==> src/rtl/fixed_to_fp16_norm_if.sv <==
// ---------------------------------------------------------------------------
// fixed_to_fp16_norm_if
//   Handshake/data bundle between the MAC accumulator side and the
//   fixed-point -> fp16 normalizer.
//   master : drives start/fixed_point_in/exp_in, observes result + status
//   slave  : the normalizer (samples request, drives result + status)
//   Signals:
//     start           request conversion (accepted only when busy=0)
//     fixed_point_in  two's-complement accumulator, ACC_WIDTH bits
//     exp_in          shared 5-bit exponent
//     fp16_out        packed {sign, exp[4:0], mant[9:0]}, held
//     busy            conversion in flight
//     done            one-cycle pulse, fp16_out valid
//     overflow        saturated to +/-inf (held)
//     underflow       flushed to signed zero (held)
// ---------------------------------------------------------------------------
interface fixed_to_fp16_norm_if #(
    parameter int ACC_WIDTH = 32
);
    logic                 start;
    logic [ACC_WIDTH-1:0] fixed_point_in;
    logic [4:0]           exp_in;
    logic [15:0]          fp16_out;
    logic                 busy;
    logic                 done;
    logic                 overflow;
    logic                 underflow;

    modport master (
        output start, fixed_point_in, exp_in,
        input  fp16_out, busy, done, overflow, underflow
    );

    modport slave (
        input  start, fixed_point_in, exp_in,
        output fp16_out, busy, done, overflow, underflow
    );
endinterface

==> src/rtl/fixed_to_fp16_norm.sv <==
// ---------------------------------------------------------------------------
// fixed_to_fp16_norm
//   Converts the MAC's two's-complement fixed-point accumulator plus shared
//   exponent into an IEEE fp16 word. The leading one is found by shifting the
//   magnitude left one bit per cycle, then round-to-nearest-even is applied.
//   Results saturate to +/-inf on overflow and flush to signed zero on
//   underflow; no subnormals are produced.
//   Ports:
//     clk  rising-edge clock
//     rst  asynchronous active-high reset
//     bus  fixed_to_fp16_norm_if.slave (start/data in, result/status out)
// ---------------------------------------------------------------------------
module fixed_to_fp16_norm #(
    parameter int ACC_WIDTH = 32,
    parameter int FRAC_BITS = 10,
    parameter int BIAS      = 15
) (
    input logic                 clk,
    input logic                 rst,
    fixed_to_fp16_norm_if.slave bus
);
    localparam int AW      = ACC_WIDTH;
    localparam int CW      = $clog2(ACC_WIDTH);
    // Biased-exponent arithmetic needs headroom for p + exp_in + carry and
    // must go negative for the flush check.
    localparam int EW      = (CW + 4 > 8) ? CW + 4 : 8;
    localparam int EXP_MAX = 2 * BIAS + 1;   // all-ones exponent field (inf)

    typedef enum logic [1:0] {IDLE, NORM, ROUND} state_t;

    state_t        state_q, state_d;
    logic [AW-1:0] mag_q, mag_d;
    logic [CW-1:0] s_q, s_d;
    logic [4:0]    exp_q, exp_d;
    logic          sign_q, sign_d;
    logic [15:0]   fp16_q, fp16_d;
    logic          busy_q, busy_d;
    logic          done_q, done_d;
    logic          ovf_q, ovf_d;
    logic          unf_q, unf_d;

    // ---------------- rounding datapath (valid in ROUND) ----------------
    logic [9:0]          mant;
    logic                guard, sticky, rnd_up;
    logic [10:0]         mant_r;
    logic signed [EW-1:0] e_fin;

    // mag_q has its leading one at the MSB, so the hidden bit is dropped
    // and the next ten bits form the mantissa.
    assign mant   = mag_q[AW-2 -: 10];
    assign guard  = mag_q[AW-12];
    assign sticky = |mag_q[AW-13:0];
    assign rnd_up = guard & (sticky | mant[0]);
    assign mant_r = {1'b0, mant} + {10'd0, rnd_up};

    // E = (AW-1-s) + exp_in - FRAC_BITS, plus one if rounding carried out.
    assign e_fin = $signed(EW'(AW - 1) - EW'(s_q) + EW'(exp_q)
                           - EW'(FRAC_BITS) + EW'(mant_r[10]));

    // ---------------- next-state / datapath ----------------
    always_comb begin
        state_d = state_q;
        mag_d   = mag_q;
        s_d     = s_q;
        exp_d   = exp_q;
        sign_d  = sign_q;
        fp16_d  = fp16_q;
        busy_d  = busy_q;
        done_d  = 1'b0;
        ovf_d   = ovf_q;
        unf_d   = unf_q;

        case (state_q)
            IDLE: begin
                if (bus.start) begin
                    sign_d  = bus.fixed_point_in[AW-1];
                    // Most-negative input negates to itself, which is the
                    // correct unsigned magnitude 2^(AW-1).
                    mag_d   = bus.fixed_point_in[AW-1]
                              ? (~bus.fixed_point_in + AW'(1))
                              : bus.fixed_point_in;
                    exp_d   = bus.exp_in;
                    s_d     = '0;
                    busy_d  = 1'b1;
                    state_d = NORM;
                end
            end

            NORM: begin
                if (mag_q == '0 || mag_q[AW-1]) begin
                    state_d = ROUND;
                end else begin
                    mag_d = mag_q << 1;
                    s_d   = s_q + CW'(1);
                end
            end

            ROUND: begin
                ovf_d = 1'b0;
                unf_d = 1'b0;
                if (mag_q == '0) begin
                    fp16_d = 16'h0000;
                end else if (e_fin >= EW'(EXP_MAX)) begin
                    fp16_d = {sign_q, 5'h1F, 10'h000};
                    ovf_d  = 1'b1;
                end else if (e_fin <= EW'(0)) begin
                    fp16_d = {sign_q, 15'h0000};
                    unf_d  = 1'b1;
                end else begin
                    fp16_d = {sign_q, e_fin[4:0], mant_r[9:0]};
                end
                done_d  = 1'b1;
                busy_d  = 1'b0;
                state_d = IDLE;
            end

            default: begin
                state_d = IDLE;
                busy_d  = 1'b0;
            end
        endcase
    end

    // ---------------- state register ----------------
    always_ff @(posedge clk or posedge rst) begin
        if (rst) begin
            state_q <= IDLE;
            mag_q   <= '0;
            s_q     <= '0;
            exp_q   <= '0;
            sign_q  <= 1'b0;
            fp16_q  <= 16'h0000;
            busy_q  <= 1'b0;
            done_q  <= 1'b0;
            ovf_q   <= 1'b0;
            unf_q   <= 1'b0;
        end else begin
            state_q <= state_d;
            mag_q   <= mag_d;
            s_q     <= s_d;
            exp_q   <= exp_d;
            sign_q  <= sign_d;
            fp16_q  <= fp16_d;
            busy_q  <= busy_d;
            done_q  <= done_d;
            ovf_q   <= ovf_d;
            unf_q   <= unf_d;
        end
    end

    assign bus.fp16_out  = fp16_q;
    assign bus.busy      = busy_q;
    assign bus.done      = done_q;
    assign bus.overflow  = ovf_q;
    assign bus.underflow = unf_q;

endmodule

==> src/flat_wrapper.sv <==
// flat-port wrapper written by rule: the top's interface ports become plain ports
module fixed_to_fp16_norm_flat 
#(
    parameter int ACC_WIDTH = 32,
    parameter int FRAC_BITS = 10,
    parameter int BIAS      = 15
)
  (clk, rst, bus_start, bus_fixed_point_in, bus_exp_in, bus_fp16_out, bus_busy, bus_done, bus_overflow, bus_underflow);
  fixed_to_fp16_norm_if #(.ACC_WIDTH(ACC_WIDTH)) bus_i ();
  input logic clk;
  input logic rst;
  input wire logic [$bits(bus_i.start)-1:0] bus_start;
  input wire logic [$bits(bus_i.fixed_point_in)-1:0] bus_fixed_point_in;
  input wire logic [$bits(bus_i.exp_in)-1:0] bus_exp_in;
  output wire logic [$bits(bus_i.fp16_out)-1:0] bus_fp16_out;
  output wire logic [$bits(bus_i.busy)-1:0] bus_busy;
  output wire logic [$bits(bus_i.done)-1:0] bus_done;
  output wire logic [$bits(bus_i.overflow)-1:0] bus_overflow;
  output wire logic [$bits(bus_i.underflow)-1:0] bus_underflow;
  assign bus_i.start = bus_start;
  assign bus_i.fixed_point_in = bus_fixed_point_in;
  assign bus_i.exp_in = bus_exp_in;
  assign bus_fp16_out = bus_i.fp16_out;
  assign bus_busy = bus_i.busy;
  assign bus_done = bus_i.done;
  assign bus_overflow = bus_i.overflow;
  assign bus_underflow = bus_i.underflow;
  fixed_to_fp16_norm #(.ACC_WIDTH(ACC_WIDTH), .FRAC_BITS(FRAC_BITS), .BIAS(BIAS)) u_core (.clk(clk), .rst(rst), .bus(bus_i));
endmodule
==> config.mk <==
export PLATFORM = sky130hd
export DESIGN_NAME = fixed_to_fp16_norm_flat
export DESIGN_NICKNAME = d
export VERILOG_FILES = /design/src/rtl/fixed_to_fp16_norm_if.sv /design/src/rtl/fixed_to_fp16_norm.sv /design/src/flat_wrapper.sv
export SDC_FILE = /design/constraint.sdc
export NUM_CORES = 1
export LEC_CHECK = 0
export ABC_CLOCK_PERIOD_IN_PS = 4700
export BUFFER_PORTS_ARGS = -buffer_cell sky130_fd_sc_hd__buf_2
export CAP_MARGIN = 20
export CORE_ASPECT_RATIO = 1.4
export CORE_MARGIN = 2
export CORE_UTILIZATION = 50
export CTS_CLUSTER_DIAMETER = 40
export DETAILED_ROUTE_END_ITERATION = 10
export PLACE_DENSITY = 0.74
export SYNTH_ARGS = -nofsm -noshare
export SYNTH_HDL_FRONTEND = slang
export SYNTH_SLANG_ARGS = --single-unit
==> constraint.sdc <==
create_clock -name clk -period 4.7 [get_ports clk]
set_input_delay 1.175 -clock clk [delete_from_list [all_inputs] [get_ports clk]]
set_output_delay 1.175 -clock clk [all_outputs]
set_load 0.1 [all_outputs]
# Word-level counts from Yosys, hierarchy flattened
# Cells that the tools add are included.
# totals
ff_bits,65
memories,0
input_bits,40
latchBits,0
rom_bits,0
word_cells,58
out_inout_bits,20
ramBits,0
# classes
bitwise,4
n_div,0
muxes,21
n_addsub,7
shifts,0
multipliers,0
reduce_logical,9
order_cmp,2
eq_ne,5
# op_table
operator,count
$mux 32,3
$pmux 32 s2,1
$add 32x1->32 const B,1
$logic_not 32->1,1
$not 32->32,1
$mux 15,2
$reduce_or 20->1,1
$mux 16,1
$add 10x1->11,1
$mux 5,2
$pmux 5 s2,1
$add 9x1->9,1
$add 9x5->9,1
$ge 9x6->1 const B,1
$le 9x1->1 const B,1
$sub 9x4->9 const B,1
$mux 1,7
$reduce_and 2->1,3
$sub 5x5->6 const A,1
$add 5x1->5 const B,1
$mux 2,2
$ne 2x2->1 const B,2
$pmux 2 s2,1
$reduce_and 3->1,1
other kinds (10),10

# Depth between registers and ports, before layout
# Gate-level depths: netlist of the first run.
# depth
word_depth,9
depth_mapped,16
mapped_depth_nobuf,16

# Least setup slack after synthesis of the first run
# OpenSTA, ideal clock, no wires.
# synth_timing
path_type,reg-to-reg
startpoint,register u_core.mag_q[21]
endpoint,register u_core.fp16_q[2] (netlist: u_core.bus.fp16_out[2])
path_stages_with_launch,17
required_time_ns,4.616
n_path_buf,0
t_arrival_ns,3.217
path_slack_ns,1.399
setup_ns,0.084
synth_period_minus_slack_ns,3.301
cell_sequence,dfrtp_1 > and2_1 > ha_1 > nand3_1 > nor2_1 > and3_1 > nand3_1 > fa_1 > inv_1 > ha_1 > fa_1 > a21o_1 > a21oi_1 > xor2_1 > o21ai_0 > nand3b_1 > o21ai_0
# synth_between
elab_chain_len,8
word_cells_on_any_way,10
cone_classes,2 x add/sub; 2 x order compare; 3 x mux; 2 x bitwise; 1 x reduce/logical
# synth_lines
element,line,text
"start, declared",fixed_to_fp16_norm.sv:32,"logic [AW-1:0] mag_q, mag_d;"
"start signal, assigned",fixed_to_fp16_norm.sv:139,mag_q <= mag_d;
$or 1x1->1,fixed_to_fp16_norm.sv:53,assign rnd_up = guard & (sticky | mant[0]);
$and 1x1->1,fixed_to_fp16_norm.sv:53,
$add 10x1->11,fixed_to_fp16_norm.sv:54,"assign mant_r = {1'b0, mant} + {10'd0, rnd_up};"
$add 9x1->9,fixed_to_fp16_norm.sv:58,- EW'(FRAC_BITS) + EW'(mant_r[10]));
$le 9x1->1,fixed_to_fp16_norm.sv:106,end else if (e_fin <= EW'(0)) begin
$mux 15,fixed_to_fp16_norm.sv:106,
$mux 15,fixed_to_fp16_norm.sv:103,end else if (e_fin >= EW'(EXP_MAX)) begin
$mux 16 (*),fixed_to_fp16_norm.sv:101,if (mag_q == '0) begin
"end signal, assigned",fixed_to_fp16_norm.sv:143,fp16_q <= fp16_d;
"end, declared",fixed_to_fp16_norm.sv:36,"logic [15:0] fp16_q, fp16_d;"
# Every way passes the cells marked *; elsewhere a longest branch is shown, timed or not.
# A chain may end at the register's enable or synchronous reset.

# Final worst setup path of the first run
# layout_timing
startpoint,register u_core.mag_q[21]
endpoint,register u_core.fp16_q[8] (netlist: u_core.bus.fp16_out[8])
# The elaborated chain is that of the path after synthesis.

==> out/metrics.cfg, run 1 <==
[worst_setup_path]
cp.depth=16
rr_worst_depth=16
crit_buf_inv=1
r2r_slack_ns=1.01
cp-endpoint=u_core.bus.fp16_out[8]
path_max_fanout=10
crit_required_ns=4.97
crit_family=simple AND/OR/NAND/NOR gates
critPathLaunch=u_core.mag_q[21]
critPathSlowestCell=dfrtp_1
cp_slowest_stage_delay_ns=0.44
crit_chain=and2_1, ha_1, nand3_1, nor2_1, and3_1, nand3_1, fa_1, inv_1, ha_1, fa_1, a21o_1, a21oi_1, xor2_1, o21ai_0, nand3b_1, o21ai_0
arrival_ns=3.96
worstReg2RegStart=u_core.mag_q[21]
worstSetupStartpointType=register
end_kind=register
critPathKind=reg2reg
rr_endpoint=u_core.bus.fp16_out[8]

[synthesis]
synth_area_per_cell_sq_um=8.83
syn_nets=492
syn_area_sq_um=3870
synth_seq_cells=65
synthArstFlopShare=1.00
ys.flop_type=dfrtp_1
netlist_instances=439
synthTopCellsByArea=dfrtp_1 (42%), o21ai_0 (7.6%), xnor2_1 (6.8%)
yosys.cell_types.count=46
ys_warn_count=0
yosysSeqAreaShare=0.420
synth_top_cell_area_share=0.420
synth_largest_area_cell=dfrtp_1
synth_edf_count=0

[sta]
finalClockSkew_ns=0.0110
hold_violations=0
slew_violations=0
clock.fmax_mhz=271
rsz0062_at_grt=false
finalSetupViolCount=0
timing.final.crit_period_ns=3.69
fin_setup_tns_ns=0
relSlewSlack=0.397
whs_ns=0.470
worstMarginPinSlew_ns=0.904
fin_crit_sh=0.785

[floorplanning]
die_w_um=78.4
core_sq_um=7650
ios=60
dieHeight_um=108
num_rows=38
initial_utilization=0.506
die-area_sq_um=8480

[power_and_ir_drop]
finalPower_mw=3.37
p_leak_nw=2.07
ir_drop_mv=0.424
p_per_area_nw_per_um2=747

[route]
ant_nets=0
viasPerCell=5.61
wl_per_cell_um=14.5
dr.pass1.iters=4
drt_iter0_markers=238
route.detailed.drc=0
routed_wl_um=8720
dr_total_vias=3381

[worst_hold_path]
hold_path.class=reg2reg

[final_layout]
fill_cells=705
final_common_cell=nand2_1
area_delta_synth_final_pct=16.4
num_antenna_cells=0
nets=551
mostFrequentLayoutCells=nand2_1 (68), dfrtp_1 (65), o21ai_0 (59), buf_2 (59), nor2_1 (32)
final_util=0.589
drive_gt1_frac=0.181
fin_area_sq_um=4510

[clock_network]
cts_setup_buffers=0
cts_tree=built
clk_pin_slew_ns=0.08
htreeDepth=3
cts_hold_buf=0
cts_root_buf=clkbuf_8
cts_buffer_depth=2
clk_latency_ns=0.35
cts_resized=0
cts.sinks=65
numCtsBuffers=9

[run_status]
status=finished clean

[placement]
gp_congestion=0.810
postPlaceCellArea_sq_um=4290
io_buffers=59
dp_hpwl_um=6750

[global_routing]
grt_max_degree=40
grt_overflow=0
grt_pass1_wl_um=15200
grt_pass1_vias=3331
antenna_found_initial=0
grtUsageTotal=0.227

[run]
maxCapViolCount=0

-- per-layer routing --
layer / GRT usage / vias to the layer above / share of wire
met5: 0 / - / 0
met4: 0.0952 / 0 / 0.019
met2: 0.395 / 91 / 0.51
li1: - / 1667 / -
met1: 0.279 / 1611 / 0.43
met3: 0.0351 / 12 / 0.041
-- where the power goes --
group / internal (mW) / leakage, nW / switching, mW
combinational: 0.537 / 1.15 / 1.27
sequential: 0.820 / 0.809 / 0.220
clock: 0.298 / 0.109 / 0.224
total: 1.66 / 2.07 / 1.71
-- cells in the mapped netlist, drive strengths merged, types with 2 or more instances --
| cell | n |
|---|---|
| nand2 | 68 |
| dfrtp | 65 |
| o21ai | 59 |
| nor2 | 33 |
| xnor2 | 30 |
| inv | 22 |
| mux2i | 15 |
| clkbuf | 14 |
| nor4 | 12 |
| xor2 | 12 |
| ha | 11 |
| a21oi | 10 |
| nor3 | 10 |
| o31ai | 10 |
| nand4 | 7 |
| a211oi | 5 |
| o41ai | 5 |
| or4 | 5 |
| nand3 | 4 |
| a21o | 3 |
| a22o | 3 |
| and3 | 3 |
| buf | 3 |
| or3 | 3 |
| a21boi | 2 |
| fa | 2 |
| nand2b | 2 |
| nand3b | 2 |
| nand4b | 2 |
| nor4b | 2 |
| o22ai | 2 |
| or2 | 2 |
-- stage by stage --
step | setup WS, ns | instances
2_1_floorplan | 1.40 | 439
3_3_place_gp | 1.14 | 586
3_5_place_dp | 0.981 | 587
4_1_cts | 0.973 | 603
5_1_grt | 0.599 | 603
6_report | 1.01 | 603
-- state kept, by name, summed over array words and instances, names as in the netlist --
| name | cells |
|---|---|
| u_core.state_q | 2 |
| u_core.mag_q | 32 |
| u_core.bus.done | 1 |
| u_core.exp_q | 5 |
| u_core.sign_q | 1 |
| u_core.bus.overflow | 1 |
| u_core.bus.fp16_out | 16 |
| u_core.bus.underflow | 1 |
| u_core.bus.busy | 1 |
| u_core.s_q | 5 |
-- cell families (layout without fill, tap and decap cells) --
| family | count (synthesis) | after routing | synth area share |
|---|---|---|---|
| adder cells (fa/ha/maj) | 13 | 13 | 0.0459 |
| AO/OA/AOI/OAI | 106 | 106 | 0.164 |
| flip-flops | 65 | 65 | 0.420 |
| multiplexers | 16 | 16 | 0.0417 |
| AND/OR/NAND/NOR | 158 | 158 | 0.195 |
| buffers and inverters | 39 | 103 | 0.0387 |
| XOR/XNOR | 42 | 42 | 0.0949 |
-- worst min-delay path by stage --
stage	from	depth (start not counted)	end	slack (ns)
3_5_place_dp	u_core.bus.fp16_out[11]	2	u_core.bus.fp16_out[11]	0.46
6_report	u_core.bus.fp16_out[11]	2	u_core.bus.fp16_out[11]	0.47
2_1_floorplan	u_core.exp_q[3]	2	u_core.exp_q[3]	0.45
3_3_place_gp	u_core.bus.fp16_out[13]	2	u_core.bus.fp16_out[13]	0.45
5_1_grt	u_core.bus.fp16_out[7]	2	u_core.bus.fp16_out[7]	0.51
4_1_cts	u_core.bus.fp16_out[11]	2	u_core.bus.fp16_out[11]	0.47
-- worst reg2reg max path, delay by kind of cell, from the launching register on --
kind	cells	cell delay, ns
adder cells (fa/ha/maj)	4	0.97
AND/OR/NAND/NOR	6	1.02
AO/OA/AOI/OAI	4	0.85
buffers and inverters	1	0.04
flip-flops	1	0.44
XOR/XNOR	1	0.28
-- area by class of cell --
| cell class | count | area (sq um) | area share |
|---|---|---|---|
| clock inverters | 7 | 95.1 | 0.0211 |
| multi-input cells | 335 | 2100 | 0.466 |
| inverters | 22 | 82.6 | 0.0183 |
| repair buffers | 65 | 353 | 0.0782 |
| flip-flops and latches | 65 | 1630 | 0.361 |
| well taps | 100 | 125 | 0.0277 |
| clock buffers | 9 | 124 | 0.0275 |
No activity file was read; power rests on OpenSTA's default activity.
==> run 2: changes to the inputs <==
Settings changed: ABC_CLOCK_PERIOD_IN_PS 4700 to 3600.
Clock period 4.7 ns to 3.6 ns, I/O delays scaled along.
==> out/metrics.cfg, run 2 (synthesized netlist as in run 1, its figures left out) <==
[clock_network]
cts.sinks=65
clk_pin_slew_ns=0.06
cts_tree=built
cts_root_buf=clkbuf_8
clk_latency_ns=0.34
htreeDepth=3
cts_buffer_depth=2
numCtsBuffers=9

[final_layout]
fill_cells=684
mostFrequentLayoutCells=nand2_1 (67), dfrtp_1 (65), buf_2 (59)
layout.cells.non_filler=610
area_delta_synth_final_pct=18.7
final_util=0.601
seq_area_sq_um=1630
fin_area_sq_um=4600
num_antenna_cells=0
nets=559
regMostFlops=u_core.mag_q
multi_input_area_sq_um=2150
drive_gt1_frac=0.200
largest_reg_flops=32
final_common_cell=nand2_1

[sta]
clock.fmax_mhz=296
finalSetupViolCount=0
hold_violations=0
relSlewSlack=0.577
finalClockSkew_ns=0.00479
timing.final.crit_period_ns=3.38
slew_violations=0
fin_setup_tns_ns=0
fin_crit_sh=0.940
whs_ns=0.468
worstMarginPinSlew_ns=0.629

[route]
viasPerCell=5.50
route.detailed.drc=0
ant_nets=0
drt_iter0_markers=195
dr.pass1.iters=4
dr_total_vias=3355
routed_wl_um=8720
wl_per_cell_um=14.3

[placement]
dp_hpwl_um=6660
placedCellCount=592
gp_congestion=0.848
io_buffers=59
postPlaceCellArea_sq_um=4320

[worst_setup_path]
rr_endpoint=u_core.bus.fp16_out[6]
arrival_ns=3.64
rr_worst_depth=16
crit_required_ns=3.86
worstReg2RegStart=u_core.mag_q[20]
path_max_fanout=5
end_kind=register
critPathKind=reg2reg
worstSetupStartpointType=register
r2r_slack_ns=0.22

[floorplanning]
num_rows=38
ios=60
die-area_sq_um=8480
initial_utilization=0.506
dieHeight_um=108
die_w_um=78.4
core_sq_um=7650

[global_routing]
grt_pass1_wl_um=14500
grtUsageTotal=0.218
busiest_layer=met2
grt_max_degree=51
grt_pass1_vias=3159
use_met1=0.265
use_met2=0.390
grt_overflow=0
grtUsageMet3=0.0459
antenna_found_initial=0

[power_and_ir_drop]
p_leak_nw=2.11
ir_drop_mv=0.700
p_per_area_nw_per_um2=994

[run]
maxCapViolCount=0

[run_status]
status=finished clean

[worst_hold_path]
min_path_cells=2
hold_path.class=reg2reg
hold_start=u_core.bus.fp16_out[11]
holdPathEnd=u_core.bus.fp16_out[11]

run 2: cell types whose count changed in the layout (fill, tap and decap cells not counted), moves of 2 or more:
cell	previous run	this run
clkinv_4	2	0
buf_4	5	12
clkbuf_1	0	2
o21ai_1	0	5
o21ai_0	59	53
run 2: worst max path at each step:
stage / start / to / slack, ns
6_report: u_core.mag_q[20] / u_core.bus.fp16_out[6] / 0.22
5_1_grt: u_core.mag_q[20] / u_core.bus.fp16_out[9] / -0.004
2_1_floorplan: u_core.mag_q[21] / u_core.bus.fp16_out[2] / 0.30
3_3_place_gp: u_core.mag_q[20] / u_core.bus.fp16_out[3] / 0.18
3_5_place_dp: u_core.mag_q[20] / u_core.bus.fp16_out[6] / 0.05
4_1_cts: u_core.mag_q[20] / u_core.bus.fp16_out[6] / 0.04
run 2: layout make-up:
cell class	count	share of cell area
inverter	22	0.0180
clock buffer	12	0.0316
timing repair buffer	72	0.0882
tap	100	0.0272
sequential	65	0.354
multi-input combinational	336	0.467
clock inverter	3	0.0141
run 2: per-layer routing:
metal	wire (um)	vias up
li1	-	1685
met1	3690	1569
met2	4510	89
met3	396	12
met4	122	0
met5	0	-
run 2: repair_timing:
item | CTS | global route
setup buffers | 0 | 1
setup endpoints to repair | 0 | 10
hold buffers | 0 | 0
resized for setup | 0 | 14
run 2: through the flow:
stage / power [mW] / setup slack [ns]
finish: 4.57 / 0.218
global route: 4.92 / -0.00383
CTS: 4.44 / 0.0397
detailed placement: 3.77 / 0.0535
global placement: 3.70 / 0.179
floorplan: 3.23 / 0.299
run 2: worst max-delay path, cell delays in order (launching register included):
cell      delay, ns
dfrtp_1        0.41
and2_1         0.17
ha_1           0.20
nand3_1        0.13
nor2_2         0.07
and3_1         0.20
nand3_1        0.11
fa_1           0.17
inv_1          0.04
ha_1           0.20
fa_2           0.37
a21o_1         0.20
a21oi_2        0.19
xor2_1         0.20
o21ai_1        0.14
nand3b_1       0.31
o21ai_1        0.19
run 2: power by group:
part	internal [mW]	leakage [nW]	switching, mW
Clock	0.404	0.106	0.254
Sequential	1.07	0.809	0.271
Combinational	0.812	1.20	1.76
Total	2.29	2.11	2.28
==> run 3: changes to the inputs <==
Settings changed: CTS_BUF_LIST from default to sky130_fd_sc_hd__clkbuf_8 sky130_fd_sc_hd__clkbuf_16.
==> out/metrics.cfg, run 3 (synthesized netlist as in run 1, its figures left out) <==
[run_status]
status=finished clean

[worst_setup_path]
critPathKind=reg2reg
crit_required_ns=3.86
end_kind=register
arrival_ns=3.65
path_max_fanout=5
worstSetupStartpointType=register

[sta]
finalClockSkew_ns=0.00483
hold_violations=0
timing.final.crit_period_ns=3.39
worstMarginPinSlew_ns=0.629
fin_crit_sh=0.940
final.setup.worst_slack_ns=0.215
slew_violations=0
clock.fmax_mhz=295
finalSetupViolCount=0
relSlewSlack=0.577

[final_layout]
fill_cells=684
mostFrequentLayoutCells=nand2_1 (67), dfrtp_1 (65), buf_2 (59)
regMostFlops=u_core.mag_q
num_antenna_cells=0
drive_gt1_frac=0.200
nets=559
area_delta_synth_final_pct=18.7
largest_reg_flops=32
final_common_cell=nand2_1

[clock_network]
htreeDepth=3
numCtsBuffers=9
clk_latency_ns=0.34
cts_hold_buf=0
cts_root_buf=clkbuf_8
cts_tree=built
clk_pin_slew_ns=0.06
cts.sinks=65
cts_buffer_depth=2

[placement]
io_buffers=59
post-place-ws_ns=0.0535
gp_congestion=0.848
dp_hpwl_um=6660

[route]
dr.pass1.iters=4
route.detailed.drc=0
viasPerCell=5.48
dr_total_vias=3341
routed_wl_um=8720
ant_nets=0
wl_per_cell_um=14.3
drt_iter0_markers=195

[floorplanning]
num_rows=38
die_w_um=78.4
core_sq_um=7650
ios=60
dieHeight_um=108
die-area_sq_um=8480
initial_utilization=0.506

[global_routing]
grt_pass1_wl_um=14500
grtUsageTotal=0.218
grt_pass1_vias=3159
antenna_found_initial=0
grt_max_degree=51
grt_overflow=0

[power_and_ir_drop]
p_per_area_nw_per_um2=992
p_leak_nw=2.12
power_frac_clock=0.143
finalPower_mw=4.56
share_seq_of_total_power=0.294
p_sw_mw=2.28
combPwrFrac=0.562
p_int_mw=2.28
swShare=0.500
ir_drop_mv=0.700

[run]
maxCapViolCount=0

[worst_hold_path]
hold_path.class=reg2reg

==> run 3: changes by cell type in the layout (fill, tap and decap cells not counted) <==
| cell | change |
|---|---|
| clkbuf_1 | -2 |
| inv_1 | +2 |
==> run 3: layout make-up <==
| class | instances | area [sq um] | share of cell area |
|---|---|---|---|
| clock buffer | 10 | 138 | 0.0299 |
| clock inverter | 5 | 72.6 | 0.0158 |
| inverter | 22 | 82.6 | 0.0180 |
| multi-input combinational | 336 | 2150 | 0.467 |
| sequential | 65 | 1630 | 0.354 |
| tap | 100 | 125 | 0.0272 |
| timing repair buffer | 72 | 405 | 0.0882 |
==> run 3: path summary, 6_finish.rpt <==
kind                                         startpoint                 endpoint  slack [ns]  cells after the start
worst max-delay path                   u_core.mag_q[20]   u_core.bus.fp16_out[6]        0.21                     16
worst min-delay path            u_core.bus.fp16_out[11]  u_core.bus.fp16_out[11]        0.47                      2
worst max register to register         u_core.mag_q[20]   u_core.bus.fp16_out[6]        0.21                     16
worst min register to register  u_core.bus.fp16_out[11]  u_core.bus.fp16_out[11]        0.47                      2
max in group asynchronous                           rst         u_core.mag_q[16]        2.38                      4
min in group asynchronous                           rst   u_core.bus.fp16_out[3]        0.49                      2
==> run 3: power groups by stage <==
stage,Clock (mW),Combinational (mW),Sequential (mW)
floorplan,0,1.25,1.97
global placement,0,2.36,1.34
detailed placement,0,2.42,1.35
CTS,0.668,2.42,1.34
global route,0.700,2.83,1.39
finish,0.653,2.57,1.34
==> run 3: per-layer routing <==
layer	wire length, um	vias up	GRT usage
li1	-	1686	-
met1	3670	1557	0.265
met2	4520	86	0.390
met3	401	12	0.0459
met4	122	0	0.0639
met5	0	-	0
==> run 3: critical path, stage by stage, from the launching register on <==
cell and delay (ns):
dfrtp_1 0.41, and2_1 0.17, ha_1 0.20, nand3_1 0.13
nor2_2 0.07, and3_1 0.20, nand3_1 0.11, fa_1 0.17
inv_1 0.04, ha_1 0.20, fa_2 0.37, a21o_1 0.20
a21oi_2 0.19, xor2_1 0.20, o21ai_1 0.14, nand3b_1 0.31
o21ai_1 0.19
==> run 3: timing repair <==
item                       4_1_cts  5_1_grt
gates resized for setup          0       14
buffers inserted                 0        1
setup endpoints to repair        0       10
==> run 3: stage by stage <==
step	TNS, ns	utilization	hold WS (ns)	instances	cell area, sq um
after global placement	0	0.564	0.447	592	4320
after floorplan	0	-	0.452	439	3870
after detailed placement	0	0.564	0.457	592	4320
after global routing	-0.00383	0.601	0.491	610	4600
after CTS	0	0.591	0.471	607	4530
final	0	0.601	0.468	610	4600
